--- config.mk ---
export PLATFORM = sky130hd
export DESIGN_NAME = timer_prog
export DESIGN_NICKNAME = d
export VERILOG_FILES = /design/src/rtl/timer_prog.sv
export SDC_FILE = /design/constraint.sdc
export NUM_CORES = 1
export LEC_CHECK = 0
export BUFFER_PORTS_ARGS = -buffer_cell sky130_fd_sc_hd__buf_2
export CORE_ASPECT_RATIO = 0.75
export CORE_MARGIN = 2
export CORE_UTILIZATION = 55
export DETAILED_ROUTE_END_ITERATION = 12
export MAX_ROUTING_LAYER = met4
export PLACE_DENSITY = 0.77
export SLEW_MARGIN = 25
export SYNTH_ARGS = -nofsm -noshare
export SYNTH_HDL_FRONTEND = slang
export SYNTH_SLANG_ARGS = --single-unit
--- constraint.sdc ---
create_clock -name clk -period 2.8 [get_ports clk]
set_input_delay 0 -clock clk [delete_from_list [all_inputs] [get_ports clk]]
set_output_delay 0 -clock clk [all_outputs]
set_load 0.01 [all_outputs]
--- src/rtl/timer_prog.sv ---
// Programmable tick timer: a clk/DIV prescaler feeds a PW-bit countdown that pulses
// timeout after `period` ticks, in one-shot or periodic mode.
module timer_prog #(
    parameter int DIV = 50000,
    parameter int PW  = 16
) (
    input  logic          clk,
    input  logic          rst,
    input  logic          enable,
    input  logic          start,
    input  logic          stop,
    input  logic          mode,
    input  logic [PW-1:0] period,
    output logic          tick,
    output logic          timeout,
    output logic          busy,
    output logic [PW-1:0] remaining,
    output logic          err
);

    localparam int PSW = $clog2(DIV);
    localparam logic [PSW-1:0] PS_LAST = PSW'(DIV - 1);
    localparam logic [PW-1:0]  REM_ONE = PW'(1);

    if (DIV < 2) begin : g_bad_div
        $error("timer_prog: DIV must be >= 2");
    end

    typedef enum logic {
        IDLE = 1'b0,
        RUN  = 1'b1
    } state_t;

    state_t         state;
    logic [PSW-1:0] prescaler;
    logic [PW-1:0]  period_q;
    logic           mode_q;

    // Priority per edge: stop, then start (load or retrigger), then tick/expiry.
    // NOTE: every register here is written with <= so all updates see the pre-edge values.
    always_ff @(posedge clk or negedge rst) begin
        // NOTE: the async reset clears every register, including the latched period/mode.
        if (!rst) begin
            state     <= IDLE;
            prescaler <= '0;
            remaining <= '0;
            period_q  <= '0;
            mode_q    <= 1'b0;
            tick      <= 1'b0;
            timeout   <= 1'b0;
            busy      <= 1'b0;
            err       <= 1'b0;
        end else begin
            tick    <= 1'b0;
            timeout <= 1'b0;
            err     <= 1'b0;

            if (stop) begin
                state     <= IDLE;
                busy      <= 1'b0;
                remaining <= '0;
                prescaler <= '0;
            end else if (start) begin
                prescaler <= '0;
                if (period == '0) begin
                    err       <= 1'b1;
                    state     <= IDLE;
                    busy      <= 1'b0;
                    remaining <= '0;
                end else begin
                    state     <= RUN;
                    busy      <= 1'b1;
                    remaining <= period;
                    period_q  <= period;
                    mode_q    <= mode;
                end
            end else if (state == RUN && enable) begin
                if (prescaler == PS_LAST) begin
                    prescaler <= '0;
                    tick      <= 1'b1;
                    if (remaining == REM_ONE) begin
                        timeout <= 1'b1;
                        if (mode_q) begin
                            remaining <= period_q;
                        end else begin
                            remaining <= '0;
                            state     <= IDLE;
                            busy      <= 1'b0;
                        end
                    end else begin
                        remaining <= remaining - REM_ONE;
                    end
                end else begin
                    prescaler <= prescaler + PSW'(1);
                end
            end
        end
    end

endmodule
==> impl.org <==
** Clocking
- Clock Latency Late Sink :: 320 ps
- CTS built an H-tree with a depth of 2.
- CTS placed an instance of clkbuf_8 at the clock tree root.
- Clock slew seen by the registers of the worst setup and hold paths :: 90 ps
- Gates resized during post-CTS repair numbered 0.
- Number of clock buffers inserted by TritonCTS :: 5
- No sink is reached through more buffers than the 2 on the longest clock path.
- Number of sinks driven by the clock tree :: 53
- TritonCTS built the clock tree.

** Global route
- Across every metal layer, demand over resource in global routing totals 28.59%.
- Number of antenna violations at the first check in global routing :: 0
- For this run the aggregate overflow at the end of global routing stands at 0.
- Entering global routing, the biggest net connects 31 pins.
- The first global-routing pass estimated 13290 µm of wire.
- Number of global-route vias before repair :: 2604

** Cells and area
- Multi-input gate area :: 1569 µm²
- Relative to the synthesized area, the layout overhead comes to 18.78%.
- The layout has 433 filler cells.
- The post-route netlist has 17.52% of its cells at a drive strength greater than 1.
- The library cell used most frequently in the layout, excluding fill and tap cells, is nand2_1.
- The final layout contains 435 nets.
- Once layout is complete, the utilization of the core stands at 67.78%.
- The number of antenna diodes in the final layout is 0.
- Most frequent cells in the layout :: nand2_1, dfrtp_1, buf_2
- Area occupied by registers :: 1326 µm²
- Once layout is done, the placed cells without fillers occupy 3608 µm².

** Setup path
- Type of the setup path with the least slack :: reg -> reg
- Maximum fanout count along the critical path :: 8
- The worst setup path is launched from a flip-flop.
- The worst setup path is captured at a flip-flop.
- For the worst setup path, the data arrival time is 2610 ps.
- Worst EP required :: 3020 ps

** Detailed routing
- For this run, design rule violations remaining after detail routing come to 0.
- Via count normalized by instance count :: 6.146
- Max layer used :: met4
- After detailed routing, the total wire length is 8263 µm.
- Vias post-DR :: 2987
- Wire length on met2 :: 3483 µm
- After the first detailed-routing iteration, the DRC count stood at 252.
- After detailed routing, the average wire length per cell comes to 17.00 µm.
- The count of nets left with antenna violations once routing finished came out at 0.
- Detailed-routing iteration count for the pre-antenna-repair pass :: 6
- The detailed router put a total of 3923 µm of wire on met1.
- Routed wire length on met3 :: 703 µm

** STA
- Post-route setup TNS :: 0 ps
- At the pin with the least slew margin, the transition time is 668.4 ps.
- Setup repair after global routing left no endpoint under its margin.
- The count of final hold-check violations was 0.
- Achievable clock frequency :: 0.4193 GHz
- Min cycle time layout :: 2385 ps
- Number of pins exceeding their max-slew limit in the final report :: 0
- Clock skew after layout :: 9.543 ps
- Measured against its own limit, the worst slew margin works out to 55.03%.
- Post-route fraction of the period consumed by the critical path :: 85.18%
- Hold is met by 21.32 ps.
- Finish-stage setup viols :: 0

** Synth
- After synthesis, the share of flip-flops with an asynchronous set or reset is 100.0%.
- Summing the areas of all fa, ha and maj instances in the mapped netlist gives 1.236% of the synthesized area.
- Synthesized-area fraction occupied by xor and xnor cells :: 4.036%
- Counting flops with a built-in enable in the synthesized netlist gives 0.
- Syn Area/Cell :: 8.655 µm²
- Simple-Gate Fraction of Synth Area :: 29.20%
- Counting flops and latches in the post-synthesis netlist gives 53.
- The share of the Yosys chip area taken by registers is 43.66%.
- Synthesis instantiated 50 different standard cells from the library.
- During synthesis, Yosys emitted a total of 0 warnings.
- Summing the areas of all compound-gate instances in the mapped netlist gives 16.68% of the synthesized area.
- Netlist Area Pre-Place :: 3038 µm²
- Primary FF master, synth :: dfrtp_1
- Dominant combinational cell family by area after synthesis :: simple AND/OR/NAND/NOR gates
- Multiplexer share of the synthesized area :: 0.3707%
- Mapped Cells :: 351
- Counting every net in the synthesized netlist gives 376.

** Floorplanning
- During I/O placement, the number of pins put on the boundary was 42.
- The floorplan step defined a core boundary enclosing 5324 µm².
- The floorplan step defined a die boundary enclosing 6140 µm².
- Die span in y :: 68.37 µm
- Initial Util :: 57.06%
- Horizontal die dimension :: 89.82 µm
- The initialized floorplan defines 23 standard-cell rows.

** Placed design
- In this run the tool buffered the top-level ports with 41 buffer cells.
- Post-detailed-placement cell area :: 3322 µm²
- Routability-driven placement finished with a final weighted congestion of 0.9126.
- The HPWL after detailed placement is 5793 µm.

** Pwr
- Across the VDD grid, the largest voltage drop is 0.0003336 V.
- Power density normalized to cell area :: 490.7 nW/µm²
- Total Power Consumption :: 1771 µW
- Summed over all cells, the static leakage comes to 0.001653 µW.

** Hold path
- Hold Crit Class :: in -> reg

** Job
- Max-cap violations in this run came to 0.

** Run status
- The flow ran to the end, and the final reports show no timing, DRC or antenna violations.
[synthesized netlist by cell type, drive strengths merged, types with 2 or more instances]
cell type / n / area share, %
o31ai: 3 / 0.74
or4: 5 / 1.5
or3: 8 / 1.8
or2: 2 / 0.41
and2: 3 / 0.62
dfrtp: 53 / 44
inv: 10 / 1.2
a21oi: 21 / 3.5
nand2b: 2 / 0.41
a31oi: 6 / 1.2
a211o: 5 / 1.4
ha: 3 / 1.2
and4: 7 / 2.0
nor4: 13 / 2.7
nor3: 9 / 1.5
nand4: 9 / 1.9
clkbuf: 14 / 1.7
nor2: 31 / 3.8
nand3: 11 / 1.8
a22o: 5 / 1.4
a211oi: 3 / 0.74
buf: 3 / 0.78
nor4b: 3 / 1.1
o21ai: 24 / 4.0
xnor2: 7 / 2.0
xor2: 7 / 2.0
a221oi: 2 / 0.78
and3: 6 / 1.2
nand2: 61 / 7.5
[worst paths after layout]
check | startpoint | endpoint | slack (ps) | depth (start not counted)
min in group asynchronous | rst | remaining[11]$_DFFE_PN0P_ | 180 | 2
worst max register to register | remaining[4]$_DFFE_PN0P_ | remaining[4]$_DFFE_PN0P_ | 410 | 6
worst max-delay path | remaining[4]$_DFFE_PN0P_ | remaining[4]$_DFFE_PN0P_ | 410 | 6
max in group asynchronous | rst | remaining[2]$_DFFE_PN0P_ | 1810 | 3
worst min register to register | period_q[3]$_DFFE_PN0P_ | period_q[3]$_DFFE_PN0P_ | 480 | 2
worst min-delay path | period[14] | period_q[14]$_DFFE_PN0P_ | 20 | 3
[state kept, by name, summed over array words and instances (netlist names)]
signal / count
prescaler: 16
remaining: 16
tick: 1
mode_q: 1
period_q: 16
state: 1
timeout: 1
err: 1
[cells by family after synthesis]
kind of cell,Yosys count
compound gates,79
xor+xnor,14
fa+ha+maj,3
buf+inv,28
flops,53
mux,1
simple gates,173
[per-layer routing]
layer / track usage (%) / vias to the layer above
li1: - / 1398
met1: 41.38 / 1402
met2: 41.67 / 165
met3: 4.956 / 22
met4: 8.077 / 0
met5: - / -
[critical path: stages, from the launching register on]
cell      delay [ps]
dfrtp_1          470
nor4_1           630
and4_1           540
buf_4            220
and3_1           160
o21ai_0           70
a211oi_1         210
[report_power, final]
group	switching [µW]	leakage (µW)	internal (µW)
sequential	64.9	0.000697	817
clock	256	0.0000585	292
combinational	196	0.000898	145
total	517	0.00165	1250
[what timing repair did]
| item | in CTS | in global routing |
|---|---|---|
| hold buffers | 17 | 0 |
| setup buffers | 0 | 0 |
| endpoints found under the hold margin | 43 | 0 |
[final cells by class]
cell class	count	area share, %
repair buffers	70	12.90
multi-input cells	270	43.48
well taps	75	2.601
flip-flops and latches	53	36.75
clock inverters	1	0.8322
inverters	10	1.040
clock buffers	7	2.393
[stage by stage]
step | cells | setup WS (ps)
2_1_floorplan | 351 | 489.8
4_1_cts | 486 | 484.5
6_report | 486 | 414.9
3_5_place_dp | 461 | 501.5
5_1_grt | 486 | 338.0
3_3_place_gp | 461 | 542.7
(Power assumes the default switching activity.)
